$ cat src/rtl/arith_unit_seq.sv
// Multi-cycle unsigned arithmetic unit: single-cycle ADD/SUB, iterative shift-add MUL
// and restoring DIV, with a Busy/Flag handshake toward the ALU controller.
module arith_unit_seq #(
  parameter int WIDTH = 8
) (
  input  logic                 clk,
  input  logic                 RST,
  input  logic [WIDTH-1:0]     A,
  input  logic [WIDTH-1:0]     B,
  input  logic [1:0]           ALU_FUN,
  input  logic                 Arith_Enable,
  output logic [2*WIDTH-1:0]   Arith_OUT,
  output logic                 Carry_OUT,
  output logic                 Arith_Flag,
  output logic                 Busy
);

  localparam int CW = $clog2(WIDTH) + 1;

  typedef enum logic [1:0] {IDLE, MUL_RUN, DIV_RUN} state_t;

  state_t              state_q, state_d;
  logic [CW-1:0]       cnt_q, cnt_d;
  logic [2*WIDTH-1:0]  mcand_q, mcand_d;
  logic [2*WIDTH-1:0]  acc_q, acc_d;
  logic [WIDTH-1:0]    mplier_q, mplier_d;
  logic [WIDTH-1:0]    quot_q, quot_d;
  logic [WIDTH-1:0]    divisor_q, divisor_d;
  logic [WIDTH-1:0]    rem_q, rem_d;
  logic [2*WIDTH-1:0]  out_q, out_d;
  logic                carry_q, carry_d;
  logic                flag_q, flag_d;

  logic                accept;
  logic                last_iter;
  logic [WIDTH:0]      sum;
  logic [WIDTH:0]      diff;
  logic [2*WIDTH-1:0]  acc_step;
  logic [WIDTH:0]      rem_shift;
  logic [WIDTH:0]      rem_sub;
  logic                rem_ge;
  logic [WIDTH-1:0]    rem_step;
  logic [WIDTH-1:0]    quot_step;

  assign accept    = (state_q == IDLE) && Arith_Enable;
  assign last_iter = (cnt_q == CW'(WIDTH - 1));
  assign sum       = {1'b0, A} + {1'b0, B};
  assign diff      = {1'b0, A} - {1'b0, B};
  assign acc_step  = mplier_q[0] ? (acc_q + mcand_q) : acc_q;

  // Restoring step: the dividend shifts out of quot_q into the partial remainder
  // while quotient bits shift in from the bottom.
  assign rem_shift = {rem_q, quot_q[WIDTH-1]};
  assign rem_ge    = (rem_shift >= {1'b0, divisor_q});
  assign rem_sub   = rem_shift - {1'b0, divisor_q};
  assign rem_step  = rem_ge ? rem_sub[WIDTH-1:0] : rem_shift[WIDTH-1:0];
  assign quot_step = {quot_q[WIDTH-2:0], rem_ge};

  always_ff @(posedge clk) begin
    if (RST) begin
      state_q   <= IDLE;
      cnt_q     <= '0;
      mcand_q   <= '0;
      acc_q     <= '0;
      mplier_q  <= '0;
      quot_q    <= '0;
      divisor_q <= '0;
      rem_q     <= '0;
      out_q     <= '0;
      carry_q   <= 1'b0;
      flag_q    <= 1'b0;
    end else begin
      state_q   <= state_d;
      cnt_q     <= cnt_d;
      mcand_q   <= mcand_d;
      acc_q     <= acc_d;
      mplier_q  <= mplier_d;
      quot_q    <= quot_d;
      divisor_q <= divisor_d;
      rem_q     <= rem_d;
      out_q     <= out_d;
      carry_q   <= carry_d;
      flag_q    <= flag_d;
    end
  end

  always_comb begin
    state_d = state_q;
    unique case (state_q)
      IDLE: begin
        if (accept && ALU_FUN == 2'b10) begin
          state_d = MUL_RUN;
        end else if (accept && ALU_FUN == 2'b11 && B != '0) begin
          state_d = DIV_RUN;
        end
      end
      MUL_RUN, DIV_RUN: begin
        if (last_iter) state_d = IDLE;
      end
      default: state_d = IDLE;
    endcase
  end

  always_comb begin
    cnt_d     = cnt_q;
    mcand_d   = mcand_q;
    acc_d     = acc_q;
    mplier_d  = mplier_q;
    quot_d    = quot_q;
    divisor_d = divisor_q;
    rem_d     = rem_q;
    out_d     = out_q;
    carry_d   = carry_q;
    flag_d    = 1'b0;
    unique case (state_q)
      IDLE: begin
        if (accept) begin
          unique case (ALU_FUN)
            2'b00: begin
              out_d   = {{(WIDTH-1){1'b0}}, sum};
              carry_d = sum[WIDTH];
              flag_d  = 1'b1;
            end
            2'b01: begin
              out_d   = {{WIDTH{1'b0}}, diff[WIDTH-1:0]};
              carry_d = diff[WIDTH];
              flag_d  = 1'b1;
            end
            2'b10: begin
              mcand_d  = {{WIDTH{1'b0}}, A};
              mplier_d = B;
              acc_d    = '0;
              cnt_d    = '0;
            end
            default: begin
              if (B == '0) begin
                out_d   = '1;
                carry_d = 1'b1;
                flag_d  = 1'b1;
              end else begin
                quot_d    = A;
                divisor_d = B;
                rem_d     = '0;
                cnt_d     = '0;
              end
            end
          endcase
        end
      end
      MUL_RUN: begin
        acc_d    = acc_step;
        mcand_d  = mcand_q << 1;
        mplier_d = mplier_q >> 1;
        cnt_d    = cnt_q + CW'(1);
        if (last_iter) begin
          out_d   = acc_step;
          carry_d = 1'b0;
          flag_d  = 1'b1;
        end
      end
      DIV_RUN: begin
        rem_d  = rem_step;
        quot_d = quot_step;
        cnt_d  = cnt_q + CW'(1);
        if (last_iter) begin
          out_d   = {rem_step, quot_step};
          carry_d = 1'b0;
          flag_d  = 1'b1;
        end
      end
      default: ;
    endcase
  end

  always_comb begin
    Busy       = (state_q != IDLE);
    Arith_OUT  = out_q;
    Carry_OUT  = carry_q;
    Arith_Flag = flag_q;
  end

endmodule

$ cat config.mk
export PLATFORM = sky130hd
export DESIGN_NAME = arith_unit_seq
export DESIGN_NICKNAME = d
export VERILOG_FILES = /design/src/rtl/arith_unit_seq.sv
export SDC_FILE = /design/constraint.sdc
export NUM_CORES = 1
export LEC_CHECK = 0
export ABC_AREA = 1
export CORE_ASPECT_RATIO = 1.1
export CORE_MARGIN = 3
export CORE_UTILIZATION = 35
export CTS_CLUSTER_DIAMETER = 40
export CTS_CLUSTER_SIZE = 16
export DETAILED_ROUTE_END_ITERATION = 8
export GPL_TIMING_DRIVEN = 0
export PLACE_DENSITY_LB_ADDON = 0.08
export SETUP_SLACK_MARGIN = 0.05
export SYNTH_ARGS = -nofsm -noshare
export SYNTH_HDL_FRONTEND = slang
export SYNTH_SLANG_ARGS = --single-unit
$ cat constraint.sdc
create_clock -name clk -period 2.4 [get_ports clk]
set_input_delay 0.48 -clock clk [delete_from_list [all_inputs] [get_ports clk]]
set_output_delay 0.48 -clock clk [all_outputs]
set_load 0.02 [all_outputs]
==> impl_results.md, run 1 <==
* Status: finished clean
* WHS at 0.460 ns
* Die Y at 144 um
* Vias in the first global route at 5848
* Skew final at 0.00634 ns
* Wirelength, routed at 19500 um
* Starting Density at 0.363
* Largest stage delay on the critical path at 0.62 ns
* Hold buffers post-CTS at 0
* Tcrit/Tclk final at 0.943
* CP max FO at 7
* Fill cell count at 1857
* Port-buffer cells at 38
* Simple-gate share of the synthesized area at 0.279
* Worst Hold Launch: divisor_q[2]
* Post-Syn Area at 6060 um2
* CP bufs+invs at 2
* Endpoint class of the critical path: flip-flop
* R2R Path Start: state_q[0]
* Core Region at 16700 um2
* # IOs at 40
* CP startpoint: B[6]
* Cells along the critical path: clkdlybuf4s50_1 > inv_1 > ha_1 > o21ai_0 > a21oi_1 > nand2_1 > nand2_1 > nand3_1 > o21ai_1 > nand2_1 > nand2_1 > a21oi_1
* Req. time, crit path at 2.64 ns
* Post-Synthesis Cells at 938
* Endpoints failing hold at 0
* Sequential-to-total area share from yosys stat at 0.291
* Setup ws final at 0.137 ns
* Worst-Skew Late Latency at 0.35 ns
* Pwr Density at 1030 nW/um2
* Most frequent cells in the layout: nand2_1, inv_1, o21ai_0
* Clk buf depth at 2
* CTS clk-pin slew, worst paths at 0.07 ns
* Yosys reg bits at 88
* Worst EP arrival at 2.50 ns
* Total vias in the final route at 6108
* Max-slew headroom at 0.548
* Chip width at 131 um
* Initial antenna violation count at 0
* Measured slew at the worst slew-check pin at 0.678 ns
* Synth-to-Final Area Change at 15.5%
* Slowest CP cell: clkdlybuf4s50_1
* Post-route ant nets at 0
* CP most frequent cell: nand2_1
* Post-synth EDFFs at 0
* All-Layer GR Usage at 0.209
* Num CTS Buffers at 9
* DR pass1 iterations at 7
* Xor and xnor fraction of the mapped netlist area at 0.0217
* Ys Warns at 0
* Cell variety after synth at 40
* Root Driver: clkbuf_16
* CTS tree: done
* Full die area at 18900 um2
* Lkg Pwr at 3.26 nW
* Compound-Gate Fraction of Synth Area at 0.195
* First-pass GRT wire length at 31300 um
* Synthesized net count at 1007
* Worst hold-check path type: flip-flop to flip-flop
* Total Nets Final at 1055
* Max Freq at 0.442 GHz
* Combinational family with the most area after synthesis: simple AND/OR/NAND/NOR gates
* 1st-iter DRT viols at 422
* Num rows at 49
* Post-synth ARST share at 0
* Routability congestion estimate at 0.882
* Final min period at 2.26 ns
* Grt total ovfl at 0
* Crit path max-delay family: buffers and inverters
* Worst setup SP type: input port
* DRC at 0
* Proportion of layout cells with a drive suffix above 1 at 0.0686
* Crit path kind: input port to flip-flop
* Clock sinks at 88
* Via density per instance at 5.01
* Syn_area_per_cell at 6.46 um2
* Max-cap violations at 0
* Worst slack, placed at -0.500 ns
* Post-synthesis adder-cell area fraction at 0.104
* Post-CTS Setup Inserts at 0
* Finish-stage setup viols at 0
* Total power draw at 0.00722 W
* Synth Flop Type: dfxtp_1
* Commonest non-fill, non-tap cell in the layout: nand2_1
* Dpl hpwl at 15600 um
* N_diodes at 0
* Worst vdd ir at 511 uV
* Setup_tns at 0 ns
* CTS H-tree depth at 3
* Routed WL per cell at 16.0 um
* RSZ-0062 raised after global routing: true
* Largest net degree at the start of global routing at 17
* Multiplexer share of the synthesized area at 0
* Max-slew violations at 0
[per-layer routing]
metal / GRT usage / routed length (um) / vias up
li1: - / - / 3172
met1: 0.283 / 9430 / 2794
met2: 0.348 / 9010 / 109
met3: 0.0268 / 602 / 33
met4: 0.0669 / 450 / 0
met5: 0 / 0 / -
[cells in the mapped netlist (2+ instances only)]
| cell type | number | share of area |
|---|---|---|
| nand2_2 | 3 | 0.0031 |
| nor2_2 | 2 | 0.0021 |
| nand4_1 | 11 | 0.011 |
| buf_2 | 17 | 0.014 |
| nand3b_1 | 2 | 0.0025 |
| nor2_1 | 73 | 0.045 |
| inv_1 | 115 | 0.071 |
| o211ai_1 | 3 | 0.0037 |
| xor2_1 | 8 | 0.012 |
| clkbuf_1 | 20 | 0.012 |
| o21ai_1 | 4 | 0.0033 |
| buf_6 | 5 | 0.0093 |
| o22ai_1 | 3 | 0.0031 |
| o21ai_0 | 93 | 0.077 |
| dfxtp_1 | 88 | 0.29 |
| fa_1 | 4 | 0.013 |
| a21oi_1 | 86 | 0.071 |
| ha_1 | 44 | 0.091 |
| inv_2 | 4 | 0.0025 |
| nor3_1 | 9 | 0.0074 |
| or2_2 | 6 | 0.0062 |
| nand3_1 | 60 | 0.050 |
| xnor2_1 | 7 | 0.010 |
| nand2_1 | 232 | 0.14 |
| a31oi_1 | 24 | 0.025 |
[logic make-up (layout without fill, tap and decap cells)]
family                     Yosys count  count (layout)
adders and majority gates           48              48
and+or+nand+nor                    403             403
AOI/OAI and AO/OA                  222             222
buffers and inverters              162             215
DFF                                 88              88
xor gates and xnor gates            15              15
[path summary, 6_finish.rpt]
path	slack, ns	cells after the start	end
max	0.14	12	Arith_OUT[7]
min	0.46	2	divisor_q[2]
max reg2reg	0.18	8	Arith_OUT[0]
min reg2reg	0.46	2	divisor_q[2]
[tightest hold or removal path, cell delays in order (launching register included)]
cell     delay [ns]
dfxtp_1        0.30
inv_1          0.06
a21oi_1        0.06
[power by group]
part,switching [W],internal (W)
Clock,0.000648,0.000711
Sequential,0.000242,0.00183
Combinational,0.00246,0.00133
[layout make-up]
| class | count | area (um2) | share of cell area |
|---|---|---|---|
| Multi-Input combinational cell | 688 | 3640 | 0.520 |
| Sequential cell | 88 | 1760 | 0.252 |
| Inverter | 119 | 447 | 0.0638 |
| Timing Repair Buffer | 38 | 362 | 0.0517 |
| Tap cell | 229 | 287 | 0.0409 |
| Clock buffer | 9 | 225 | 0.0322 |
| Buffer | 42 | 220 | 0.0315 |
| Clock inverter | 7 | 55.1 | 0.00787 |
[state kept, by name, summed over array words and instances (netlist names)]
| name | cells |
|---|---|
| cnt_q | 4 |
| acc_q | 16 |
| state_q | 2 |
| mplier_q | 8 |
| Arith_OUT | 16 |
| Arith_Flag | 1 |
| divisor_q | 8 |
| rem_q | 8 |
| quot_q | 8 |
| mcand_q | 16 |
| Carry_OUT | 1 |
[per-stage QoR]
stage	util	area [um2]	std cells
global route	0.420	7000	1220
floorplan	-	6060	938
global placement	0.403	6730	1205
detailed placement	0.403	6730	1205
finish	0.420	7000	1220
CTS	0.420	7000	1221
[what timing repair did]
| action | 4_1_cts | 5_1_grt |
|---|---|---|
| endpoints found under the setup margin | 15 | 16 |
| gates resized for setup | 11 | 20 |
| pin swaps | 0 | 1 |
No activity file was read; power rests on OpenSTA's default activity.
==> run 2: changes to the inputs <==
--- a/config.mk
+++ b/config.mk
@@ -6,15 +6,17 @@
 export NUM_CORES = 1
 export LEC_CHECK = 0
 export ABC_AREA = 1
+export CELL_PAD_IN_SITES_DETAIL_PLACEMENT = 1
+export CELL_PAD_IN_SITES_GLOBAL_PLACEMENT = 2
 export CORE_ASPECT_RATIO = 1.1
 export CORE_MARGIN = 3
-export CORE_UTILIZATION = 35
+export CORE_UTILIZATION = 33
 export CTS_CLUSTER_DIAMETER = 40
 export CTS_CLUSTER_SIZE = 16
 export DETAILED_ROUTE_END_ITERATION = 8
 export GPL_TIMING_DRIVEN = 0
 export PLACE_DENSITY_LB_ADDON = 0.08
-export SETUP_SLACK_MARGIN = 0.05
+export RECOVER_POWER = 50
 export SYNTH_ARGS = -nofsm -noshare
 export SYNTH_HDL_FRONTEND = slang
 export SYNTH_SLANG_ARGS = --single-unit
==> run 2 against run 1 <==
  * Routed wire length up 11%
  * Clock-buffer cell count up 1
  * Clock skew up 0.0037 ns
  * Critical path type unchanged
  * Largest cell class unchanged
  * Highest routed layer unchanged
==> impl_results.md, run 2 (synthesis gave the netlist of run 1 again) <==
* Status: finished clean
* Reg-to-Reg End: Arith_OUT[12]
* RSZ-0062 raised after global routing: false
* Top Usage Layer GRT: met2
* R2R Path Start: mcand_q[0]
* Area of the multi-input gates at 3640 um2
* Core Region at 17900 um2
* WHS at 0.472 ns
* Post-route ant nets at 0
* CTS H-tree depth at 3
* Final min period at 2.26 ns
* Wirelength, routed at 21600 um
* Total vias in the final route at 6121
* Max-slew headroom at 0.545
* Most frequent cells in the layout: nand2_1, inv_1, o21ai_0
* Largest stage delay on the critical path at 0.72 ns
* CTS clk-pin slew, worst paths at 0.07 ns
* Worst reg-to-reg path cell count at 15
* Worst EP arrival at 2.55 ns
* Vias in the first global route at 6233
* # IOs at 40
* Dpl hpwl at 17500 um
* Endpoint class of the critical path: flip-flop
* CP max FO at 10
* Synth-to-Final Area Change at 16.4%
* All-Layer GR Usage at 0.220
* M1 GR Usage at 0.296
* Root Driver: clkbuf_16
* Starting Density at 0.339
* Tcrit/Tclk final at 0.941
* Fill cell count at 2364
* Crit path max-delay family: buffers and inverters
* Chip width at 135 um
* Grt total ovfl at 0
* Finish-stage setup viols at 0
* Total Nets Final at 1055
* Full die area at 20000 um2
* Total power draw at 0.00732 W
* N_diodes at 0
* DRC at 0
* Post-CTS Setup Inserts at 0
* Proportion of layout cells with a drive suffix above 1 at 0.0616
* Largest net degree at the start of global routing at 16
* CP bufs+invs at 5
* Hold buffers post-CTS at 0
* Cells along the critical path: clkdlybuf4s50_1 > inv_2 > nor2_2 > inv_1 > nor2_4 > a21oi_2 > inv_2 > clkbuf_1 > o21ai_0 > a21oi_1
* 1st-iter DRT viols at 265
* End of the worst hold path: divisor_q[2]
* Met3 Use GR at 0.0274
* Port-buffer cells at 38
* Routability congestion estimate at 0.832
* Worst Hold Launch: divisor_q[2]
* CTS tree: done
* Initial antenna violation count at 0
* Skew final at 0.0100 ns
* Worst vdd ir at 402 uV
* Req. time, crit path at 2.69 ns
* Die Y at 148 um
* Commonest non-fill, non-tap cell in the layout: nand2_1
* Lkg Pwr at 3.35 nW
* CP most frequent cell: inv_2
* Clk buf depth at 2
* Max-cap violations at 0
* Non-Filler Instances at 1229
* Worst hold-check path type: flip-flop to flip-flop
* Max-slew violations at 0
* Worst-Skew Late Latency at 0.35 ns
* Pwr Density at 1040 nW/um2
* WHS Path Cells at 2
* Routed WL per cell at 17.6 um
* CTS resizes at 8
* Max Freq at 0.443 GHz
* First-pass GRT wire length at 34300 um
* GR Layer Usage met2 at 0.380
* Num CTS Buffers at 9
* DR pass1 iterations at 4
* Num rows at 51
* Crit path kind: input port to flip-flop
* Endpoints failing hold at 0
* Measured slew at the worst slew-check pin at 0.683 ns
* Via density per instance at 4.98
* Clock sinks at 88
* Sequential Area at 1760 um2
* Dpl cells at 1214
* Worst setup SP type: input port
* Slowest CP cell: clkdlybuf4s50_1
* R2r setup slk at 0.17 ns
[run 2: cell types whose count changed in the layout (fill, tap and decap cells not counted), sizes merged]
| cell | delta |
|---|---|
| dlymetal6s2s | +5 |
| clkbuf | +3 |
| inv | -1 |
| clkdlybuf4s50 | -21 |
| dlygate4sd2 | +1 |
| dlygate4sd3 | +18 |
| bufinv | +1 |
| clkinv | -1 |
| buf | -5 |
[run 2: per-stage QoR]
step	setup slack [ns]	util	cell area, um2	setup TNS [ns]
3_5_place_dp	-0.532	0.377	6740	-13.66
6_report	0.142	0.395	7050	0
3_3_place_gp	-0.526	0.377	6740	-13.10
4_1_cts	0.00931	0.394	7040	0
5_1_grt	0.00956	0.395	7050	0
2_1_floorplan	0.518	-	6060	0
[run 2: per-layer routing]
metal,up-vias,part of all wire
li1,3166,-
met1,2887,0.48
met2,58,0.49
met3,10,0.023
met4,0,0.0081
met5,-,0
[run 2: worst register-to-register path: stages, from the launching register on]
cell and delay (ns):
dfxtp_2 0.35, ha_1 0.19, inv_1 0.06, fa_1 0.41, inv_1 0.10, nand3_1 0.07
nand2_1 0.13, nand2_1 0.09, nand2_1 0.10, nand2_1 0.10, nand3_1 0.08, nand3_1 0.10
nand2_2 0.15, nand2_1 0.06, nand2_1 0.06, a21oi_1 0.07
[run 2: power by group]
| group | switching, W | internal (W) |
|---|---|---|
| sequential | 0.000251 | 0.00183 |
| clock | 0.000634 | 0.000839 |
| combinational | 0.00248 | 0.00129 |
| total | 0.00336 | 0.00396 |
[run 2: worst max path at each step]
stage	from	end	cells past startpoint
after floorplan	A[0]	Arith_OUT[8]	12
after global placement	B[7]	Arith_OUT[12]	9
after detailed placement	B[7]	Arith_OUT[12]	9
after CTS	B[1]	Arith_OUT[8]	12
after global routing	ALU_FUN[1]	acc_q[10]	10
final	ALU_FUN[1]	acc_q[10]	10
[run 2: area by class of cell]
cell class | instances | area share
flip-flops and latches | 88 | 0.250
plain buffers | 42 | 0.0303
multi-input cells | 688 | 0.516
inverters | 119 | 0.0633
well taps | 238 | 0.0422
clock buffers | 10 | 0.0339
repair buffers | 38 | 0.0548
clock inverters | 6 | 0.00958
==> run 3: changes to the inputs <==
--- a/config.mk
+++ b/config.mk
@@ -12,7 +12,6 @@
 export CORE_MARGIN = 3
 export CORE_UTILIZATION = 33
 export CTS_CLUSTER_DIAMETER = 40
-export CTS_CLUSTER_SIZE = 16
 export DETAILED_ROUTE_END_ITERATION = 8
 export GPL_TIMING_DRIVEN = 0
 export PLACE_DENSITY_LB_ADDON = 0.08
==> results of run 3 <==
The final DEF is identical to that of run 2; final timing and power are the same.
